[src/rtl/sequenciador_entradas_pkg.sv]
// Shared types and constants for the diabetes-risk detector input sequencer.
package sequenciador_entradas_pkg;

    typedef enum logic [1:0] {ENTRADA, CALCULA, RESULTADO, ERRO} estado_e;

    localparam int PREGNANCIES    = 0;
    localparam int GLUCOSE        = 1;
    localparam int BLOOD_PRESSURE = 2;
    localparam int SKIN_THICKNESS = 3;
    localparam int INSULIN        = 4;
    localparam int BMI            = 5;
    localparam int AGE            = 6;
    localparam int OUTCOME        = 7;

    localparam int NUM_CAMPOS_DEF = OUTCOME;
    localparam int DIGITOS_DEF    = 4;
    localparam int VAL_W_DEF      = 14;

endpackage

[src/rtl/sequenciador_entradas_sincroniza_borda.sv]
// Two-flop synchroniser followed by a rising-edge detector, one lane per bit.
module sincroniza_borda #(
    parameter int W = 1
) (
    input  logic         clk,
    input  logic         rst,
    input  logic [W-1:0] din,
    output logic [W-1:0] sinc,
    output logic [W-1:0] borda
);
    logic [W-1:0] s1_q, s2_q, s3_q;
    logic [W-1:0] s1_d, s2_d, s3_d;

    always_comb begin
        s1_d = din;
        s2_d = s1_q;
        s3_d = s2_q;
    end

    always_ff @(posedge clk or posedge rst) begin
        if (rst) begin
            s1_q <= '0;
            s2_q <= '0;
            s3_q <= '0;
        end else begin
            s1_q <= s1_d;
            s2_q <= s2_d;
            s3_q <= s3_d;
        end
    end

    assign sinc  = s2_q;
    assign borda = s2_q & ~s3_q;

endmodule

[src/rtl/sequenciador_entradas.sv]
// Keypad front-end: conditions raw buttons, sequences field entry and runs
// the start/done handshake with the classifier datapath.
module sequenciador_entradas
    import sequenciador_entradas_pkg::*;
#(
    parameter int NUM_CAMPOS = NUM_CAMPOS_DEF,
    parameter int DIGITOS    = DIGITOS_DEF,
    parameter int VAL_W      = VAL_W_DEF,
    parameter int TIMEOUT    = 1023
) (
    input  logic                        clk,
    input  logic                        rst,
    input  logic [9:0]                  io,
    input  logic                        clear,
    input  logic                        prox,
    output logic                        clf_start,
    output logic [NUM_CAMPOS*VAL_W-1:0] clf_valores,
    input  logic                        clf_done,
    input  logic [3:0]                  clf_resultado,
    output logic [3:0]                  campo,
    output logic [4*DIGITOS-1:0]        bcd_display,
    output logic                        ocupado,
    output logic                        erro
);
    localparam int CW = $clog2(DIGITOS + 1);
    localparam int TW = $clog2(TIMEOUT + 1);
    localparam int IW = $clog2(NUM_CAMPOS);

    logic [9:0] io_sinc, io_borda;
    logic       clear_sinc, clear_evt, prox_sinc, prox_evt;

    sincroniza_borda #(.W(10)) u_sinc_io (
        .clk(clk), .rst(rst), .din(io), .sinc(io_sinc), .borda(io_borda));
    sincroniza_borda #(.W(1)) u_sinc_clear (
        .clk(clk), .rst(rst), .din(clear), .sinc(clear_sinc), .borda(clear_evt));
    sincroniza_borda #(.W(1)) u_sinc_prox (
        .clk(clk), .rst(rst), .din(prox), .sinc(prox_sinc), .borda(prox_evt));

    logic unused_sinc;
    assign unused_sinc = clear_sinc ^ prox_sinc;

    estado_e                            estado_q, estado_d;
    logic [3:0]                         campo_q, campo_d;
    logic [CW-1:0]                      cont_q, cont_d;
    logic [4*DIGITOS-1:0]               bcd_q, bcd_d;
    logic [NUM_CAMPOS-1:0][VAL_W-1:0]   valores_q, valores_d;
    logic [TW-1:0]                      timer_q, timer_d;
    logic [3:0]                         resultado_q, resultado_d;
    logic                               clf_start_q, clf_start_d;

    logic       tecla_ok, limpa;
    logic [3:0] digito;
    logic [IW-1:0] idx;

    // A key only counts when exactly one synchronised key level is high.
    assign tecla_ok = $onehot(io_sinc) && (io_borda != '0);
    assign idx      = campo_q[IW-1:0];

    always_comb begin
        digito = 4'd0;
        for (int k = 0; k < 10; k++)
            if (io_sinc[k]) digito = 4'(k);
    end

    always_comb begin
        estado_d    = estado_q;
        campo_d     = campo_q;
        cont_d      = cont_q;
        bcd_d       = bcd_q;
        valores_d   = valores_q;
        timer_d     = timer_q;
        resultado_d = resultado_q;
        clf_start_d = 1'b0;
        limpa       = clear_evt;

        case (estado_q)
            ENTRADA: begin
                if (prox_evt) begin
                    if (idx == IW'(NUM_CAMPOS - 1)) begin
                        clf_start_d = 1'b1;
                        estado_d    = CALCULA;
                        campo_d     = 4'(NUM_CAMPOS);
                        timer_d     = '0;
                    end else begin
                        campo_d = campo_q + 4'd1;
                        bcd_d   = '0;
                        cont_d  = '0;
                    end
                end else if (tecla_ok && cont_q < CW'(DIGITOS)) begin
                    bcd_d          = {bcd_q[4*DIGITOS-5:0], digito};
                    valores_d[idx] = valores_q[idx] * VAL_W'(10) + VAL_W'(digito);
                    cont_d         = cont_q + CW'(1);
                end
            end
            CALCULA: begin
                // Done takes precedence over a coincident timeout.
                if (clf_done) begin
                    resultado_d = clf_resultado;
                    estado_d    = RESULTADO;
                end else if (timer_q == TW'(TIMEOUT - 1)) begin
                    estado_d = ERRO;
                end else begin
                    timer_d = timer_q + TW'(1);
                end
            end
            RESULTADO, ERRO: if (prox_evt) limpa = 1'b1;
            default: estado_d = ENTRADA;
        endcase

        if (limpa) begin
            estado_d    = ENTRADA;
            campo_d     = '0;
            cont_d      = '0;
            bcd_d       = '0;
            valores_d   = '0;
            timer_d     = '0;
            resultado_d = '0;
            clf_start_d = 1'b0;
        end
    end

    always_ff @(posedge clk or posedge rst) begin
        if (rst) begin
            estado_q    <= ENTRADA;
            campo_q     <= '0;
            cont_q      <= '0;
            bcd_q       <= '0;
            valores_q   <= '0;
            timer_q     <= '0;
            resultado_q <= '0;
            clf_start_q <= 1'b0;
        end else begin
            estado_q    <= estado_d;
            campo_q     <= campo_d;
            cont_q      <= cont_d;
            bcd_q       <= bcd_d;
            valores_q   <= valores_d;
            timer_q     <= timer_d;
            resultado_q <= resultado_d;
            clf_start_q <= clf_start_d;
        end
    end

    always_comb begin
        case (estado_q)
            RESULTADO: bcd_display = (4*DIGITOS)'(resultado_q);
            ERRO:      bcd_display = '1;
            default:   bcd_display = bcd_q;
        endcase
    end

    assign clf_start   = clf_start_q;
    assign clf_valores = valores_q;
    assign campo       = campo_q;
    assign ocupado     = (estado_q == CALCULA);
    assign erro        = (estado_q == ERRO);

endmodule

[config.mk]
export PLATFORM = sky130hd
export DESIGN_NAME = sequenciador_entradas
export DESIGN_NICKNAME = d
export VERILOG_FILES = /design/src/rtl/sequenciador_entradas_pkg.sv /design/src/rtl/sequenciador_entradas_sincroniza_borda.sv /design/src/rtl/sequenciador_entradas.sv
export SDC_FILE = /design/constraint.sdc
export NUM_CORES = 1
export LEC_CHECK = 0
export BUFFER_PORTS_ARGS = -buffer_cell sky130_fd_sc_hd__buf_2
export CAP_MARGIN = 20
export CORE_MARGIN = 1
export CORE_UTILIZATION = 50
export CTS_CLUSTER_DIAMETER = 30
export DETAILED_ROUTE_END_ITERATION = 16
export GPL_TIMING_DRIVEN = 0
export PLACE_DENSITY = 0.83
export SYNTH_ARGS = -nofsm -noshare
export SYNTH_HDL_FRONTEND = slang
export SYNTH_HIERARCHICAL = 1
export SYNTH_SLANG_ARGS = --single-unit
[constraint.sdc]
create_clock -name clk -period 4.55 [get_ports clk]
set_input_delay 0.6825 -clock clk [delete_from_list [all_inputs] [get_ports clk]]
set_output_delay 0.6825 -clock clk [all_outputs]
set_load 0.005 [all_outputs]
==> run metrics, run 1 <==
status completed; Tcrit/Tclk final 97.5%; most common cell after layout, fill and taps aside dfrtp_1; I/O pins 140; die area 17500 µm²; DP HPWL 17.5 mm; Max Cap Viol 0; number of global-route vias before repair 7268; chip height 132 µm; CTS H-Tree Depth 4; area taken by multi-input logic gates 4050 µm²; Port-buffer cells 139; die width 132 µm; Fin Clk Skew 9.62 ps; Setup crit start campo[1]; first-pass GRT wire length 39.8 mm; syn avg cell area 10.0 µm²; Rel. slew slack 49.9%; Pre-antenna DRT Iters 7; CTS buffer count 17; CTS Hold Bufs 0; Top FF cell, synth dfrtp_1; antenna cells 0; pins over their slew limit 0; Core Util, Final 63.1%; top cell type's share of synthesized area 51.4%; clk buf depth 2; Critical Path AT 4780 ps; switch share 37.7%; synthesis-to-finish area growth 23.4%; P_sw 0.00193 W; internal power 0.00318 W; antenna violations before repair 0; CP required 4900 ps; crit-path max FO 10; Starting DRT DRC Count 786; layout cells sized above 1 25.7%; min-delay worst type in -> async; worst skew pair latency 440 ps; Layout Cells excl Fill 1244; grt ovf 0; Hold WS 149 ps; Async S/R FF share, synth 100%; Worst-Margin Slew 751 ps; Seq pwr share 34.8%; Fmax 225 MHz; FF-to-FF Start campo[1]; wirelength, routed 25.9 mm; Routability Congestion 0.939; DR vias 7574; number of synthesized flops with an enable pin 0; reg-to-reg critical path endpoint clf_valores[41]; Worst IR Drop VDD 0.365 mV; worst reg2reg path depth 16; Seq/Total Area, Yosys 51.4%; Post-Place Cells 1206; clock power share 30.8%; commonest cells after routing, fill and taps aside dfrtp_1 (173), buf_2 (143), nand2_1 (132), o21ai_0 (110); CTS tree yes; final hold violation count 0; Seq cells post-synth 174; num rows 47; CTS clk-pin slew, worst paths 70 ps; DR vias/cell 6.09; core area 16600 µm²; Post-Syn Nets 900; Syn Inst Count 844; FILL cells 1326; Root Driver clkbuf_16; Syn. warnings 6; largest net degree at the start of global routing 105; clock tree sinks 174; FF-to-FF setup slack 110 ps; kind of end point of the critical path register; Register Area 4360 µm²; total track usage 30.1%; WL per Instance 20.8 µm; largest cells by area after synthesis dfrtp_1 (51%), o21ai_0 (6.6%), nand2_1 (6.2%), ha_1 (4.3%), a22o_1 (3.4%); Initial Util 51.1%; post-route minimum period 4440 ps; leakage power 5.17 nW; DR DRC count 0; Comb pwr share 34.3%; ANT nets after route 0; cell taking the most area after synthesis dfrtp_1; Setup violations, final 0; critical setup path kind reg -> reg; startpoint class of the critical path register; Final nets 1067; Synth cell types 56; Synth Cell Area 8470 µm²; PD cells 489 nW/µm²
## layout make-up
| type | instances | share of cell area [%] |
|---|---|---|
| Timing Repair Buffer | 150 | 7.82 |
| Multi-Input combinational cell | 603 | 38.7 |
| Inverter | 31 | 1.16 |
| Clock inverter | 15 | 2.01 |
| Sequential cell | 174 | 41.6 |
| Tap cell | 220 | 2.63 |
| Buffer | 34 | 1.95 |
| Clock buffer | 17 | 4.07 |
## registers in the layout, summed over array words and instances, names as in the netlist
register           flops
u_sinc_clear/sinc      1
cont_q                 3
resultado_q            4
u_sinc_io/s1_q        10
u_sinc_clear/s3_q      1
u_sinc_io/s3_q        10
clf_start              1
estado_q               2
u_sinc_prox/sinc       1
u_sinc_clear/s1_q      1
bcd_q                 16
clf_valores           98
u_sinc_prox/s3_q       1
u_sinc_prox/s1_q       1
timer_q               10
campo                  4
u_sinc_io/sinc        10
## repair_timing
item | 4_1_cts | 5_1_grt
gates resized for setup | 30 | 64
setup buffers | 4 | 3
endpoints found under the setup margin | 97 | 115
pin swaps | 3 | 2
## synthesized netlist by cell type (2+ instances only)
master,n
dfrtp_1,174
nand2_1,139
o21ai_0,111
nor2_1,45
a21oi_1,39
a22o_1,33
inv_1,31
ha_1,29
clkbuf_1,26
nand3_1,26
o31ai_1,18
mux2i_1,14
nor2b_4,12
xor2_1,12
a22oi_1,11
nor2b_1,11
a21o_1,8
fa_1,8
xnor2_1,7
and2_1,6
and3_1,6
nor3_1,6
a221oi_1,5
buf_1,5
mux2_2,5
or3_1,5
a31oi_1,4
buf_2,4
nand2b_1,4
nand4_1,4
nor4_1,4
a221o_1,3
a211oi_1,2
nor3b_1,2
o41ai_1,2
or2_2,2
xnor2_2,2
## power by group through the flow
| stage | combinational, W | sequential, W | clock, W |
|---|---|---|---|
| after detailed placement | 0.00153 | 0.00180 | 0 |
| after global routing | 0.00187 | 0.00179 | 0.00164 |
| after CTS | 0.00162 | 0.00178 | 0.00158 |
| after floorplan | 0.000993 | 0.00177 | 0 |
| after global placement | 0.00149 | 0.00180 | 0 |
| final | 0.00176 | 0.00178 | 0.00157 |
## cells by family (layout without fill, tap and decap cells)
| family | count (synthesis) | in the layout | synth area share [%] |
|---|---|---|---|
| multiplexers | 21 | 21 | 2.76 |
| adder cells (fa/ha/maj) | 37 | 37 | 6.17 |
| AO/OA/AOI/OAI | 247 | 247 | 18.2 |
| AND/OR/NAND/NOR | 276 | 276 | 15.7 |
| flip-flops | 174 | 174 | 51.4 |
| XOR/XNOR | 22 | 22 | 2.61 |
| buffers and inverters | 67 | 247 | 3.12 |
## worst max-delay path: stages, from the launching register on
cell	delay, ps
dfrtp_1	410
buf_4	250
buf_4	250
clkbuf_4	290
o21ai_0	120
a221o_1	380
ha_1	310
ha_1	230
fa_1	410
a21o_1	200
a311o_1	370
nand3_2	130
nand3_2	140
nor4_4	340
xnor2_2	100
buf_4	170
o31ai_1	230
## how the worst max path moves through the flow
stage          slack (ps)  depth (start not counted)               to
5_1_grt               -30                         16  clf_valores[53]
3_5_place_dp         -920                         17  clf_valores[40]
6_report              110                         16  clf_valores[41]
3_3_place_gp        -1300                          2  clf_valores[68]
4_1_cts                 2                         17  clf_valores[41]
2_1_floorplan         170                          1         bcd_q[0]
## stage by stage
stage | TNS [ps] | instance area, µm² | worst slack, ps | total power (W)
after floorplan | 0 | 8470 | 171 | 0.00276
after global placement | -226700 | 9440 | -1300 | 0.00329
after detailed placement | -42040 | 9490 | -921 | 0.00333
after CTS | 0 | 10200 | 2.46 | 0.00497
after global routing | -141 | 10500 | -28.0 | 0.00531
final | 0 | 10500 | 112 | 0.00511
## routing by layer
layer	global-route usage (%)	vias to the layer above	part of all wire (%)
met4	16.1	0	4.8
met5	0	-	0
li1	-	3331	-
met1	40.8	3647	40
met2	45.2	488	45
met3	6.96	108	10
Power figures use the tool's default switching activity.
==> inputs of run 2 (changes only) <==
--- a/config.mk
+++ b/config.mk
@@ -12,7 +12,9 @@
 export CTS_CLUSTER_DIAMETER = 30
 export DETAILED_ROUTE_END_ITERATION = 16
 export GPL_TIMING_DRIVEN = 0
+export HOLD_SLACK_MARGIN = 0.1
 export PLACE_DENSITY = 0.83
+export RECOVER_POWER = 50
 export SYNTH_ARGS = -nofsm -noshare
 export SYNTH_HDL_FRONTEND = slang
 export SYNTH_HIERARCHICAL = 1
==> run 2 against run 1 <==
Against the previous run: the flow now finishes with violations (capacitance limit, slew limit); global-route usage unchanged; utilization is 0.21 points lower; clock skew grew 1.1 ps; largest cell class unchanged; non-clock buffer count stayed put; die area unchanged; sequential power is essentially flat; power decreased by 0.18%; highest routed layer unchanged; clock-buffer cell count unchanged.
==> run metrics, run 2 (same netlist as run 1, synthesis figures left out) <==
critical setup path kind reg -> reg; clk buf depth 2; leakage power 5.13 nW; Core Util, Final 62.8%; Tcrit/Tclk final 97.6%; Fin Clk Skew 10.7 ps; largest net degree at the start of global routing 105; first-pass GRT wire length 39.8 mm; setup slack after layout 108 ps; DP HPWL 17.5 mm; clock tree sinks 174; layout cells sized above 1 25.0%; CTS H-Tree Depth 4; core area 16600 µm²; Starting DRT DRC Count 752; Critical Path AT 4820 ps; worst skew pair latency 440 ps; Pre-antenna DRT Iters 5; CTS clk-pin slew, worst paths 70 ps; DR DRC count 0; antenna cells 0; antenna violations before repair 0; num rows 47; Initial Util 51.1%; PD cells 490 nW/µm²; WL per Instance 20.7 µm; number of global-route vias before repair 7268; I/O pins 140; pins over their slew limit 35; chip height 132 µm; min-delay worst type in -> async; Setup violations, final 0; synthesis-to-finish area growth 23.0%; CTS buffer count 17; CTS tree yes; Port-buffer cells 139; Max Cap Viol 1; Routability Congestion 0.939; met3 Use GR 6.96%; commonest cells after routing, fill and taps aside dfrtp_1 (173), buf_2 (137), nand2_1 (132), o21ai_0 (110); die width 132 µm; post-route minimum period 4440 ps; FILL cells 1332; Most Used Layer, Global Route met2; DR vias 7581; startpoint class of the critical path register; wirelength, routed 25.8 mm; Fmax 225 MHz; DR vias/cell 6.09; most common cell after layout, fill and taps aside dfrtp_1; ANT nets after route 0; crit-path max FO 10; total track usage 30.1%; pre-CTS WS -921 ps; Root Driver clkbuf_16; Rel. slew slack -7.99%; failing checks capacitance limit, slew limit; die area 17500 µm²; grt ovf 0; Worst IR Drop VDD 0.366 mV; Worst-Margin Slew 1610 ps; Final nets 1067; CP required 4920 ps; max reg flops 98; GR Layer Usage met1 40.8%; status finished with violations; met2 Usage GRT 45.2%; kind of end point of the critical path register; final hold violation count 0
-- run 2: cell types whose count changed in the layout (fill, tap and decap cells not counted), sizes merged --
| cell | before | now |
|---|---|---|
| buf | 166 | 159 |
| clkbuf | 35 | 42 |
| clkinvlp | 2 | 3 |
| inv | 34 | 33 |
-- run 2: metal layers --
metal | vias up | wire length [µm]
li1 | 3328 | -
met1 | 3643 | 10300
met2 | 506 | 11500
met3 | 104 | 2710
met4 | 0 | 1300
met5 | - | 0
-- run 2: stage by stage --
step           TNS (ps)  cell area, µm²  cells  hold slack [ps]  total power [W]
2_1_floorplan         0            8470    844              331          0.00276
3_3_place_gp    -226700            9440   1203              333          0.00329
3_5_place_dp     -42040            9490   1206              335          0.00333
4_1_cts               0           10200   1242              149          0.00497
5_1_grt            -141           10400   1244              157          0.00530
6_report              0           10400   1244              137          0.00510
-- run 2: repair_timing --
item                       CTS  global route
setup endpoints to repair   97           115
hold buffers                 0             0
resized for setup           30            64
pin swaps                    3             2
setup buffers                4             3
-- run 2: report_power, final --
part / internal [W] / switching [W] / total (W)
combinational: 0.000588 / 0.00116 / 0.00175
clock: 0.000927 / 0.000647 / 0.00157
sequential: 0.00167 / 0.000116 / 0.00178
-- run 2: final cells by class --
type / instances / area (µm²) / share of cell area [%]
flip-flops and latches: 174 / 4360 / 41.8
inverters: 31 / 118 / 1.13
clock inverters: 15 / 210 / 2.02
well taps: 220 / 275 / 2.64
repair buffers: 150 / 787 / 7.55
plain buffers: 34 / 204 / 1.96
multi-input cells: 603 / 4050 / 38.8
clock buffers: 17 / 425 / 4.08
-- run 2: worst max-delay path, cell delays in order, from the launching register on --
cell      delay, ps
dfrtp_1         420
buf_4           250
buf_4           240
clkbuf_4        290
o21ai_0         120
a221o_1         390
ha_1            310
ha_1            230
fa_1            410
a21o_1          200
a21o_1          230
xor2_2          200
nand3b_1        210
buf_4           210
xor2_2          430
a22o_1          220
-- run 2: worst paths after layout --
path | startpoint | end | slack, ps | cells past startpoint
setup / recovery | campo[1] | clf_valores[37] | 110 | 15
setup reg to reg | campo[1] | clf_valores[37] | 110 | 15
hold / removal | rst | u_sinc_clear/sinc | 140 | 2
max in group asynchronous | rst | clf_valores[27] | 2740 | 3
min in group clk | u_sinc_prox/s1_q | u_sinc_prox/sinc | 340 | 0
hold reg to reg | u_sinc_prox/s1_q | u_sinc_prox/sinc | 340 | 0
==> inputs of run 3 (changes only) <==
--- a/config.mk
+++ b/config.mk
@@ -13,7 +13,7 @@
 export DETAILED_ROUTE_END_ITERATION = 16
 export GPL_TIMING_DRIVEN = 0
 export HOLD_SLACK_MARGIN = 0.1
-export PLACE_DENSITY = 0.83
+export PLACE_DENSITY = 0.8
 export RECOVER_POWER = 50
 export SYNTH_ARGS = -nofsm -noshare
 export SYNTH_HDL_FRONTEND = slang
==> constraint.sdc (replaced) <==
create_clock -name clk -period 5.55 [get_ports clk]
set_input_delay 0.8325 -clock clk [delete_from_list [all_inputs] [get_ports clk]]
set_output_delay 0.8325 -clock clk [all_outputs]
set_load 0.005 [all_outputs]
==> run 3 against run 2 <==
Against the previous run: the run still ends with capacitance limit, slew limit left; critical path depth stayed put; highest routed layer unchanged; largest power group unchanged; sequential power down 18%; hold slack gained 160 ps; die area did not move; critical endpoint is now clf_valores[97].
==> run metrics, run 3 (same netlist as run 1, synthesis figures left out) <==
Worst-Margin Slew 2580 ps; CTS buffer count 17; synthesis-to-finish area growth 18.5%; kind of end point of the critical path register; max reg flops 98; Routability Congestion 0.947; post-route cell area 10000 µm²; antenna violations before repair 0; leakage power 4.94 nW; failing checks capacitance limit, slew limit; worst reg2reg path depth 15; grt ovf 0; final hold violation count 0; Max stage delay cell, worst path clkbuf_1; critical path, cell by cell clkbuf_1 > clkbuf_2 > clkbuf_1 > o21ai_0 > a221o_1 > ha_1 > ha_1 > fa_1 > a21o_1 > a21o_1 > a311oi_1 > xor2_1 > nor4_2 > xnor2_2 > o31ai_1; core area 16600 µm²; min-delay worst type in -> async; ANT nets after route 0; die area 17500 µm²; CTS H-Tree Depth 4; DR DRC count 0; clock tree sinks 174; Worst IR Drop VDD 0.284 mV; Rel. slew slack -72.2%; post-route minimum period 5260 ps; Post-Place Cell Area 9490 µm²; Max Cap Viol 1; Setup violations, final 0; CTS clk-pin slew, worst paths 70 ps; Pre-antenna DRT Iters 6; Hold WS 294 ps; crit-path max FO 10; DP HPWL 17.6 mm; slowest stage delay, CP 550 ps; Crit path buffers/inverters 3; wirelength, routed 25.2 mm; Tcrit/Tclk final 94.8%; postcts setup bufs 0; I/O pins 140; Starting DRT DRC Count 686; number of global-route vias before repair 7305; CTS tree yes; num rows 47; pins over their slew limit 107; Levels on crit path 15; unrepaired setup endpoints after global routing no; Layout Cells excl Fill 1238; Root Driver clkbuf_16; startpoint class of the critical path register; Port-buffer cells 139; DR vias 7414; DR vias/cell 5.99; chip height 132 µm; CP required 5880 ps; Fmax 190 MHz; layout cells sized above 1 19.5%; Critical Path AT 5590 ps; Post-Place Cells 1206; first-pass GRT wire length 39.5 mm; die width 132 µm; WL per Instance 20.4 µm; commonest cells after routing, fill and taps aside dfrtp_1 (174), nand2_1 (139), buf_2 (137), o21ai_0 (111), nor2_1 (45); status finished with violations; total power 0.00396 W; clk buf depth 2; Setup TNS Final 0 ps; worst skew pair latency 440 ps; critical setup path kind reg -> reg; antenna cells 0; Initial Util 51.1%; critical path's top delay family compound AO/OA/AOI/OAI gates; most common cell after layout, fill and taps aside dfrtp_1; Final nets 1061; largest net degree at the start of global routing 107; PD cells 394 nW/µm²; total track usage 29.9%; Fin Clk Skew 9.76 ps
-- run 3: changes by cell type in the layout (fill, tap and decap cells not counted), sizes merged --
cell and change:
buf -16, clkbuf +10, bufinv -2, inv +2, clkinv +1, clkinvlp -1
-- run 3: layout make-up --
type	count	area, µm²
fillers	1394	6540
flip-flops and latches	174	4350
multi-input cells	603	3850
repair buffers	143	708
clock buffers	17	425
well taps	220	275
clock inverters	15	161
plain buffers	35	145
inverters	31	118
-- run 3: layer usage --
metal  vias to the layer above  track usage [%]  part of all wire [%]
met3                        84             6.23                   9.5
met5                         -                0                     0
met4                         0             15.5                   4.2
li1                       3310                -                     -
met1                      3617             39.5                    41
met2                       403             46.7                    45
-- run 3: final timing paths --
check                                  startpoint                 to  slack (ps)
worst min register to register  u_sinc_io/s1_q[0]  u_sinc_io/sinc[0]         340
worst min-delay path                          rst   u_sinc_prox/s3_q         290
max in group asynchronous                     rst           campo[2]        1700
worst max-delay path                     campo[1]    clf_valores[97]         290
min in group clk                u_sinc_io/s1_q[0]  u_sinc_io/sinc[0]         340
worst max register to register           campo[1]    clf_valores[97]         290
-- run 3: timing repair --
action,CTS,global route
gates cloned,0,0
gates resized for setup,0,3
hold buffers,0,0
setup endpoints to repair,1,22
-- run 3: per-stage QoR --
step	utilization [%]	setup WS (ps)
global placement	56.9	-475
finish	60.5	291
global route	60.5	56.2
detailed placement	57.2	69.9
CTS	60.7	98.1
floorplan	-	1020
-- run 3: where the power goes --
| part | leakage [nW] | switching [W] | internal, W | total (W) |
|---|---|---|---|---|
| logic | 2.33 | 0.000889 | 0.000406 | 0.00130 |
| clock network | 0.289 | 0.000533 | 0.000670 | 0.00120 |
| registers | 2.33 | 0.0000934 | 0.00136 | 0.00146 |
